`src/rtl/uart_pkg.sv`:
```
// uart_pkg: shared UART receiver/sender state encoding, defaults and idle line level.
package uart_pkg;
   typedef enum logic [2:0] {
      IDLE   = 3'd0,
      START  = 3'd1,
      DATA   = 3'd2,
      PARITY = 3'd3,
      STOP   = 3'd4,
      BREAK  = 3'd5
   } uart_state_t;
   localparam int   DATA_BITS_DEF  = 8;
   localparam int   OVERSAMPLE_DEF = 4;
   localparam logic IDLE_LEVEL     = 1'b1;
endpackage

```
`src/rtl/uart_sync2.sv`:
```
// uart_sync2: two-flop synchronizer that resets to the idle line level.
module uart_sync2
   import uart_pkg::*;
(
   input  logic clk,
   input  logic clr,
   input  logic i_d,
   output logic o_q
);
   logic [1:0] r_sync;
   // shift the asynchronous line through two flops
   always_ff @(posedge clk or negedge clr)
      if (!clr) r_sync <= {2{IDLE_LEVEL}};
      else r_sync <= {r_sync[0], i_d};
   assign o_q = r_sync[1];
endmodule

```
`src/rtl/uart_receiver.sv`:
```
// uart_receiver: oversampled 8N1 UART receiver with REQ/ACK delivery and error flags.
// Optional even-parity check is compiled in by defining UART_RECEIVER_PARITY_EN.
module uart_receiver
   import uart_pkg::*;
#(
   parameter int OVERSAMPLE = OVERSAMPLE_DEF,
   parameter int DATA_BITS  = DATA_BITS_DEF
) (
   input  logic                 clk,
   input  logic                 clr,
   input  logic                 RCV,
   output logic [DATA_BITS-1:0] RCV_DATA,
   output logic                 RCV_REQ,
   input  logic                 RCV_ACK,
   output logic                 FRM_ERR,
   output logic                 OVR_ERR,
   output logic                 PAR_ERR
);
   localparam int TW = $clog2(OVERSAMPLE);
   localparam int BW = (DATA_BITS > 1) ? $clog2(DATA_BITS) : 1;
   localparam logic [TW-1:0] TICK_MID  = TW'(OVERSAMPLE / 2 - 1);
   localparam logic [TW-1:0] TICK_LAST = TW'(OVERSAMPLE - 1);
   localparam logic [BW-1:0] BIT_LAST  = BW'(DATA_BITS - 1);

   uart_state_t          r_state, w_next;
   logic                 w_rx_s;
   logic [TW-1:0]        r_tick;
   logic [BW-1:0]        r_bit;
   logic [DATA_BITS-1:0] r_shift, r_data;
   logic                 r_req, r_ovr, r_frm;
   logic                 w_last, w_tick_clr, w_shift, w_stop, w_par_bad, w_deliver, w_ack;

   uart_sync2 u_sync (.clk(clk), .clr(clr), .i_d(RCV), .o_q(w_rx_s));

   assign w_last    = (r_tick == TICK_LAST);
   assign w_deliver = w_stop & w_rx_s & ~w_par_bad;
   assign w_ack     = r_req & RCV_ACK;

`ifdef UART_RECEIVER_PARITY_EN
   localparam uart_state_t DATA_NEXT = PARITY;
   logic r_par_bad, r_par;
   // latch the even-parity mismatch at the parity sample and report it with the stop sample
   always_ff @(posedge clk or negedge clr)
      if (!clr) begin
         r_par_bad <= 1'b0;
         r_par     <= 1'b0;
      end else begin
         r_par_bad <= (r_state == PARITY && w_last) ? ^{r_shift, w_rx_s} : r_par_bad;
         r_par     <= w_stop & r_par_bad;
      end
   assign w_par_bad = r_par_bad;
   assign PAR_ERR   = r_par;
`else
   localparam uart_state_t DATA_NEXT = STOP;
   assign w_par_bad = 1'b0;
   assign PAR_ERR   = 1'b0;
`endif

   // state register
   always_ff @(posedge clk or negedge clr)
      if (!clr) r_state <= IDLE;
      else r_state <= w_next;

   // next state and per-cycle strobes for the counters and datapath
   always_comb begin
      w_next     = r_state;
      w_tick_clr = 1'b0;
      w_shift    = 1'b0;
      w_stop     = 1'b0;
      case (r_state)
         IDLE: begin
            w_tick_clr = ~w_rx_s;
            w_next     = w_rx_s ? IDLE : START;
         end
         START: if (r_tick == TICK_MID) begin
            w_tick_clr = 1'b1;
            w_next     = w_rx_s ? IDLE : DATA;
         end
         DATA: if (w_last) begin
            w_tick_clr = 1'b1;
            w_shift    = 1'b1;
            w_next     = (r_bit == BIT_LAST) ? DATA_NEXT : DATA;
         end
         PARITY: if (w_last) begin
            w_tick_clr = 1'b1;
            w_next     = STOP;
         end
         STOP: if (w_last) begin
            w_tick_clr = 1'b1;
            w_stop     = 1'b1;
            w_next     = w_rx_s ? IDLE : BREAK;
         end
         BREAK: w_next = w_rx_s ? IDLE : BREAK;
         default: w_next = IDLE;
      endcase
   end

   // tick counter runs freely and wraps at one bit time; bit counter only advances inside DATA
   always_ff @(posedge clk or negedge clr)
      if (!clr) begin
         r_tick <= '0;
         r_bit  <= '0;
      end else begin
         r_tick <= (w_tick_clr || w_last) ? '0 : r_tick + 1'b1;
         r_bit  <= (r_state != DATA) ? '0 : r_bit + BW'(w_shift);
      end

   // shift in LSB first, deliver on the stop sample; an ACK in the same cycle frees the holding register
   always_ff @(posedge clk or negedge clr)
      if (!clr) begin
         r_shift <= '0;
         r_data  <= '0;
         r_req   <= 1'b0;
         r_ovr   <= 1'b0;
         r_frm   <= 1'b0;
      end else begin
         r_shift <= w_shift ? {w_rx_s, r_shift[DATA_BITS-1:1]} : r_shift;
         r_data  <= (w_deliver && (!r_req || w_ack)) ? r_shift : r_data;
         r_req   <= w_deliver | (r_req & ~w_ack);
         r_ovr   <= (r_ovr | (w_deliver & r_req)) & ~w_ack;
         r_frm   <= w_stop & ~w_rx_s;
      end

   assign RCV_DATA = r_data;
   assign RCV_REQ  = r_req;
   assign OVR_ERR  = r_ovr;
   assign FRM_ERR  = r_frm;
endmodule

```
`config.mk`:
```
export PLATFORM = sky130hd
export DESIGN_NAME = uart_receiver
export DESIGN_NICKNAME = d
export VERILOG_FILES = /design/src/rtl/uart_pkg.sv /design/src/rtl/uart_sync2.sv /design/src/rtl/uart_receiver.sv
export SDC_FILE = /design/constraint.sdc
export NUM_CORES = 1
export LEC_CHECK = 0
export ABC_AREA = 1
export BUFFER_PORTS_ARGS = -buffer_cell sky130_fd_sc_hd__buf_2
export CAP_MARGIN = 25
export CELL_PAD_IN_SITES_DETAIL_PLACEMENT = 0
export CELL_PAD_IN_SITES_GLOBAL_PLACEMENT = 1
export CORE_UTILIZATION = 29
export CTS_CLUSTER_DIAMETER = 200
export CTS_CLUSTER_SIZE = 12
export DETAILED_ROUTE_END_ITERATION = 8
export PLACE_DENSITY = 0.68
export SLEW_MARGIN = 20
export SYNTH_ARGS = -nofsm -noshare
export SYNTH_HDL_FRONTEND = slang
export SYNTH_HIERARCHICAL = 1
export SYNTH_SLANG_ARGS = --single-unit
export TNS_END_PERCENT = 50
```
`constraint.sdc`:
```
create_clock -name clk -period 2.41 [get_ports clk]
set_input_delay 0.482 -clock clk [delete_from_list [all_inputs] [get_ports clk]]
set_output_delay 0.482 -clock clk [all_outputs]
set_load 0.02 [all_outputs]
```
==> impl_metrics.json, run 1 <==
{
  "synthDominantCellAreaShare_pct": 51.9,
  "grt_util_all_layers_pct": 10.9,
  "ioPinCount": 16,
  "fin_worst_skew_ns": 0.00760,
  "setup_repair_after_global_routing_missed_its_margin": "no",
  "swShare_pct": 35.2,
  "port_buffers": 14,
  "crit_fanout": 10,
  "timing.setup.tns_ns": 0,
  "first_global_vias": 958,
  "final_layout_size_suffix_gt1_share_pct": 21.7,
  "share_comb_of_total_power_pct": 26.7,
  "crit_path_start": "r_tick[0]$_DFF_PN0_",
  "post_cts.resized_instances": 0,
  "cts-buffers-inserted": 5,
  "drt.antenna.violating_nets": 0,
  "post_drt_wl_per_cell_um": 10.7,
  "power.share.clock_pct": 30.8,
  "avgViaCountPerCell": 4.46,
  "tightest_slew_ns": 0.620,
  "timing.final.hold_violations": 0,
  "crit_cells": 7,
  "antenna_found_initial": 0,
  "place_ws_ns": 0.812,
  "hold_class": "primary input to async pin",
  "synth-warning-count": 6,
  "clock_tree.buffer_depth": 2,
  "crit_path_cells": "ha_1, nand2_4, inv_4, ha_1, ha_1, xnor2_1, nor2_1",
  "ys_seq_area_share_pct": 55.9,
  "report.final.setup_viol": 0,
  "run_status": "finished, final reports clean",
  "post-route-min-period_ns": 1.61,
  "max-cap-violations": 0,
  "reported_net_switching_power_mw": 0.573,
  "cts.sinks": 29,
  "slew_headroom_pct": 58.7,
  "design_area_um2": 1530,
  "achievable-frequency_ghz": 0.622,
  "asyncSetResetFlopFracSynth_pct": 100,
  "postSynthNetCount": 149,
  "syn-instance-count": 141,
  "layout_setup_ws_ns": 0.803,
  "hold-worst-slack_ns": 0.208,
  "critical-path-top-delay-family": "adder cells",
  "initial_core_util_pct": 30.1,
  "cts_max_level": 2,
  "yosys-top-cells-area": "sky130_fd_sc_hd__dfrtp_1, sky130_fd_sc_hd__nand2_1, sky130_fd_sc_hd__inv_1, sky130_fd_sc_hd__o21ai_1, sky130_fd_sc_hd__dfstp_2",
  "synth_largest_area_cell": "sky130_fd_sc_hd__dfrtp_1",
  "floorplan.die.width_um": 69.0,
  "critical_path.reg2reg.startpoint": "r_tick[0]$_DFF_PN0_",
  "core_area_um2": 4320,
  "synth.distinct_cells": 23,
  "p_leak_nw": 0.831,
  "first_pass_grt_wire_length_um": 4130,
  "final_max_slew_viol_count": 0,
  "timing.rr.end": "r_bit[2]$_DFF_PN0_",
  "dr_total_vias": 949,
  "seqPwrFrac_pct": 42.5,
  "power.ir.vdd_worst_mv": 0.373,
  "first_pass_iters": 4,
  "clkSlewWorstSetupHoldPaths_ns": 0.07,
  "critPathSlowestCell": "sky130_fd_sc_hd__dfrtp_1",
  "critical_setup_path_class": "register to register",
  "mappedNetlistArea_um2": 1300,
  "grt.overflow.total": 0,
  "die_y_um": 69.0,
  "internal_power_mw": 1.05,
  "syn_avg_cell_area_um2": 9.24,
  "endpoint": "r_bit[2]$_DFF_PN0_",
  "synth-edff-count": 0,
  "cp_common_cell": "sky130_fd_sc_hd__ha_1",
  "cts_hold_repair.buffers": 0,
  "synth_most_common_cell": "sky130_fd_sc_hd__nand2_1",
  "power-per-cell-area_nw_per_um2": 1060,
  "post_cts_buffers": 0,
  "maximum_number_of_pins_on_one_net_before_global_route_repair": 30,
  "placement_rows": 24,
  "syn2layout_area_growth_pct": 17.8,
  "ff_latch_count_synth": 29,
  "clock_tree_from_tritoncts": "done",
  "worstPathArrival_ns": 1.78,
  "worst_path_largest_cell_delay_ns": 0.40,
  "dieArea_um2": 4760,
  "drt-total-wl_um": 2290,
  "period_share_pct": 66.7,
  "timing.critical_path.to_type": "register",
  "rr_worst_depth": 7,
  "antenna_cells_inserted": 0,
  "routabilityCongestion": 0.953,
  "cts.root.buffer_cell": "sky130_fd_sc_hd__clkbuf_8",
  "dp_hpwl_um": 1750,
  "drc": 0,
  "detailedRoute.firstIterationViolations": 31,
  "clk_latency_ns": 0.28,
  "placed_area_um2": 1420,
  "ys_dominant_reg_cell": "sky130_fd_sc_hd__dfrtp_1",
  "worst-endpoint-required_ns": 2.58,
  "num-nets-final": 168,
  "timing.reg2reg.setup_slack_ns": 0.80,
  "cp.buffers_inverters": 1,
  "worst_setup_path_start_kind": "register",
  "synth_top_cells_by_count": "sky130_fd_sc_hd__nand2_1, sky130_fd_sc_hd__dfrtp_1, sky130_fd_sc_hd__inv_1, sky130_fd_sc_hd__o21ai_1, sky130_fd_sc_hd__nor2_1"
}
## logic make-up after synthesis
logic type,Yosys count,synth area share [%]
AO/OA/AOI/OAI,17,6.72
XOR/XNOR,1,0.673
adder cells (fa/ha/maj),4,3.84
buffers and inverters,20,6.82
flip-flops,29,55.9
other,1,0.288
AND/OR/NAND/NOR,69,25.7
## worst register-to-register path: stages, from the launching register on
cell                      delay [ns]
sky130_fd_sc_hd__dfrtp_1        0.40
sky130_fd_sc_hd__ha_1           0.30
sky130_fd_sc_hd__nand2_4        0.16
sky130_fd_sc_hd__inv_4          0.07
sky130_fd_sc_hd__ha_1           0.18
sky130_fd_sc_hd__ha_1           0.19
sky130_fd_sc_hd__xnor2_1        0.14
sky130_fd_sc_hd__nor2_1         0.06
## power groups by stage
stage          clock, mW  sequential (mW)  combinational, mW
2_1_floorplan          0            0.693              0.330
3_3_place_gp           0            0.696              0.426
3_5_place_dp           0            0.699              0.439
4_1_cts            0.518            0.691              0.440
5_1_grt            0.545            0.709              0.502
6_report           0.501            0.691              0.435
## cells in the final DEF, fill, tap and decap left out, drive strengths merged
master / netlist / final
clkinvlp: 0 / 1
dfstp: 2 / 2
nand4: 2 / 2
dfrtp: 27 / 27
nand3: 8 / 8
clkbuf: 0 / 5
o211ai: 1 / 1
ha: 4 / 4
nor2: 15 / 15
bufinv: 0 / 1
nand2: 43 / 43
clkinv: 0 / 1
inv: 18 / 18
o21ai: 16 / 16
nor3: 1 / 1
xnor2: 1 / 1
buf: 2 / 14
conb: 1 / 1
## sequential cells by signal, indices dropped and copies added, names as in the netlist
register and flops:
RCV_DATA 8, r_shift 8, r_bit 3, r_state 3, r_tick 2, u_sync/r_sync 2
FRM_ERR 1, OVR_ERR 1, RCV_REQ 1
## metrics by stage
| stage | utilization [%] | total power, mW | instances |
|---|---|---|---|
| floorplan | - | 1.02 | 141 |
| global route | 35.5 | 1.76 | 213 |
| detailed placement | 32.8 | 1.14 | 205 |
| finish | 35.5 | 1.63 | 213 |
| global placement | 32.8 | 1.12 | 205 |
| CTS | 35.5 | 1.65 | 213 |
## worst min-delay path by stage
| stage | startpoint | end | slack [ns] |
|---|---|---|---|
| 3_5_place_dp | u_sync/r_sync[0]$_DFF_PN1_ | u_sync/r_sync[1]$_DFF_PN1_ | 0.35 |
| 5_1_grt | clr | RCV_DATA[2]$_DFFE_PN0P_ | 0.27 |
| 2_1_floorplan | clr | FRM_ERR$_DFF_PN0_ | 0.19 |
| 4_1_cts | clr | RCV_DATA[2]$_DFFE_PN0P_ | 0.24 |
| 3_3_place_gp | u_sync/r_sync[0]$_DFF_PN1_ | u_sync/r_sync[1]$_DFF_PN1_ | 0.35 |
| 6_report | clr | RCV_DATA[2]$_DFFE_PN0P_ | 0.21 |
## layout make-up
| cell class | count | area, um2 |
|---|---|---|
| fill | 460 | 2790 |
| sequential | 29 | 728 |
| multi-input combinational | 92 | 485 |
| timing repair buffer | 14 | 70.1 |
| inverter | 18 | 70.1 |
| clock buffer | 5 | 68.8 |
| tap | 52 | 65.1 |
| clock inverter | 3 | 46.3 |
## layer usage
metal,track usage [%],part of all wire [%],routed length [um]
met1,11.8,44,999
met2,18.3,49,1130
met3,4.09,4.9,113
met4,6.12,2.0,46
met5,0,0,0
No activity file was read; power rests on OpenSTA's default activity.
==> run 2, diff against run 1 <==
Settings changed: PLACE_DENSITY 0.68 to 0.7.
Clock period 2.41 ns to 1.41 ns, I/O delays scaled along.
==> run 2 against run 1 <==
Compared with the run above:
- critical path type unchanged
- cell count increased by 3.8%
- clock power increased by 74%
- wire length increased by 8.0%
- highest routed layer unchanged
- critical path depth increased by 2
- fmax increased by 15%
- final area increased by 6.9%
- utilization increased by 2.5 points
- hold slack got worse by 0.18 ns
- total power increased by 83%
- combinational power increased by 110%
- first-iteration DRC count increased by 87%
- via count increased by 4.2%
==> impl_metrics.json, run 2 (synthesized netlist as in run 1, its figures left out) <==
{
  "place_inst": 208,
  "power.ir.vdd_worst_mv": 0.841,
  "power.share.clock_pct": 29.3,
  "run_status": "finished, final reports clean",
  "clkSlewWorstSetupHoldPaths_ns": 0.07,
  "timing.final.hold_violations": 0,
  "final_standard_cell_count_with_taps_included_and_fillers_excluded": 221,
  "grt.overflow.total": 0,
  "port_buffers": 14,
  "cts.sinks": 29,
  "wl_met2_um": 1180,
  "clock_tree_from_tritoncts": "done",
  "tightest_slew_ns": 0.638,
  "critical_setup_path_class": "register to register",
  "initial_core_util_pct": 30.1,
  "timing.critical_path.to_type": "register",
  "design_area_um2": 1640,
  "drc": 0,
  "crit_fanout": 5,
  "p_leak_nw": 0.865,
  "num-nets-final": 176,
  "report.final.setup_viol": 0,
  "drt-total-wl_um": 2470,
  "final_cell_mix": "sky130_fd_sc_hd__nand2_1, sky130_fd_sc_hd__dfrtp_1, sky130_fd_sc_hd__inv_1",
  "period_share_pct": 98.7,
  "dr_total_vias": 989,
  "first_pass_grt_wire_length_um": 4200,
  "antenna_found_initial": 0,
  "max-cap-violations": 0,
  "worst-endpoint-required_ns": 1.57,
  "worst_setup_path_start_kind": "register",
  "placement_rows": 24,
  "layout.cells.most_common": "sky130_fd_sc_hd__nand2_1",
  "maximum_number_of_pins_on_one_net_before_global_route_repair": 30,
  "setup_repair_after_global_routing_missed_its_margin": "yes",
  "layout.filler_cells": 444,
  "slew_headroom_pct": 57.5,
  "detail_route.wirelength.met1_um": 1150,
  "reported_net_switching_power_mw": 1.01,
  "rr_worst_depth": 9,
  "internal_power_mw": 1.96,
  "cts.root.buffer_cell": "sky130_fd_sc_hd__clkbuf_8",
  "swShare_pct": 34.1,
  "share_comb_of_total_power_pct": 30.6,
  "floorplan.die.width_um": 69.0,
  "placed_area_um2": 1470,
  "clk_latency_ns": 0.27,
  "syn2layout_area_growth_pct": 25.9,
  "grt_util_all_layers_pct": 11.0,
  "first_pass_iters": 4,
  "finalCoreUtilization_pct": 37.9,
  "detailedRoute.firstIterationViolations": 58,
  "power-per-cell-area_nw_per_um2": 1810,
  "dp_hpwl_um": 1760,
  "ioPinCount": 16,
  "dieArea_um2": 4760,
  "core_area_um2": 4320,
  "final_layout_size_suffix_gt1_share_pct": 27.8,
  "regArea_um2": 731,
  "avgViaCountPerCell": 4.48,
  "seqPwrFrac_pct": 40.2,
  "die_y_um": 69.0,
  "achievable-frequency_ghz": 0.719,
  "cts-buffers-inserted": 5,
  "worstPathArrival_ns": 1.55,
  "sum_of_met3_wire_segment_lengths_after_detailed_routing_um": 129,
  "final_max_slew_viol_count": 0,
  "clock_tree.buffer_depth": 2,
  "hold_class": "primary input to async pin",
  "post-route-min-period_ns": 1.39,
  "cts_hold_repair.buffers": 0,
  "antenna_cells_inserted": 0,
  "cts_max_level": 2,
  "post_drt_wl_per_cell_um": 11.2,
  "dr.max_layer_used": "met4",
  "drt.antenna.violating_nets": 0,
  "multi_input_area_um2": 528,
  "first_global_vias": 958,
  "fin_worst_skew_ns": 0.00802,
  "routabilityCongestion": 0.782
}
[run 2: cell type report]
class	instances	share of cell area (%)
Clock inverter	1	1.83
Sequential cell	29	44.5
Tap cell	52	3.97
Timing Repair Buffer	22	7.93
Clock buffer	7	5.26
Inverter	18	4.27
Multi-Input combinational cell	92	32.2
[run 2: worst max-delay path, cell delays in order (launching register included)]
cell and delay (ns):
sky130_fd_sc_hd__dfrtp_1 0.40, sky130_fd_sc_hd__inv_2 0.11, sky130_fd_sc_hd__nand2_4 0.08, sky130_fd_sc_hd__nor2_4 0.15
sky130_fd_sc_hd__nand2_4 0.07, sky130_fd_sc_hd__inv_4 0.06, sky130_fd_sc_hd__ha_4 0.13, sky130_fd_sc_hd__ha_4 0.11
sky130_fd_sc_hd__xnor2_1 0.11, sky130_fd_sc_hd__nor2_1 0.06
[run 2: repair_timing]
item,4_1_cts,5_1_grt
pin swaps,1,3
endpoints found under the setup margin,1,10
resized for setup,0,4
buffers inserted,0,5
cloned,0,0
[run 2: worst paths after layout]
path / from / end / slack, ns
worst max register to register: r_state[2]$_DFFE_PN0P_ / r_bit[2]$_DFF_PN0_ / 0.02
min in group clk: RCV / u_sync/r_sync[0]$_DFF_PN1_ / 0.10
max in group asynchronous: clr / r_state[0]$_DFFE_PN0P_ / 0.93
worst min register to register: u_sync/r_sync[0]$_DFF_PN1_ / u_sync/r_sync[1]$_DFF_PN1_ / 0.36
worst min-delay path: clr / r_state[2]$_DFFE_PN0P_ / 0.03
worst max-delay path: r_state[2]$_DFFE_PN0P_ / r_bit[2]$_DFF_PN0_ / 0.02
[run 2: power groups by stage]
stage / Combinational, mW / Sequential [mW] / Clock, mW
CTS: 0.819 / 1.17 / 0.902
detailed placement: 0.822 / 1.19 / 0
floorplan: 0.579 / 1.19 / 0
finish: 0.910 / 1.20 / 0.872
global route: 1.05 / 1.22 / 0.938
global placement: 0.792 / 1.17 / 0
[run 2: through the flow]
stage / hold slack [ns] / total power, mW / setup slack, ns / TNS [ns]
floorplan: -0.0136 / 1.77 / -0.0380 / -0.0704
global placement: 0.327 / 1.96 / 0.0807 / 0
detailed placement: 0.348 / 2.01 / 0.0285 / 0
CTS: 0.0495 / 2.89 / 0.0200 / 0
global route: 0.0808 / 3.20 / -0.0331 / -0.0538
finish: 0.0296 / 2.98 / 0.0184 / 0
[run 2: routing by layer]
layer	GRT usage, %	up-vias
met4	2.72	0
met5	0	-
met3	5.12	4
met1	13.5	463
met2	17.4	31
li1	-	491
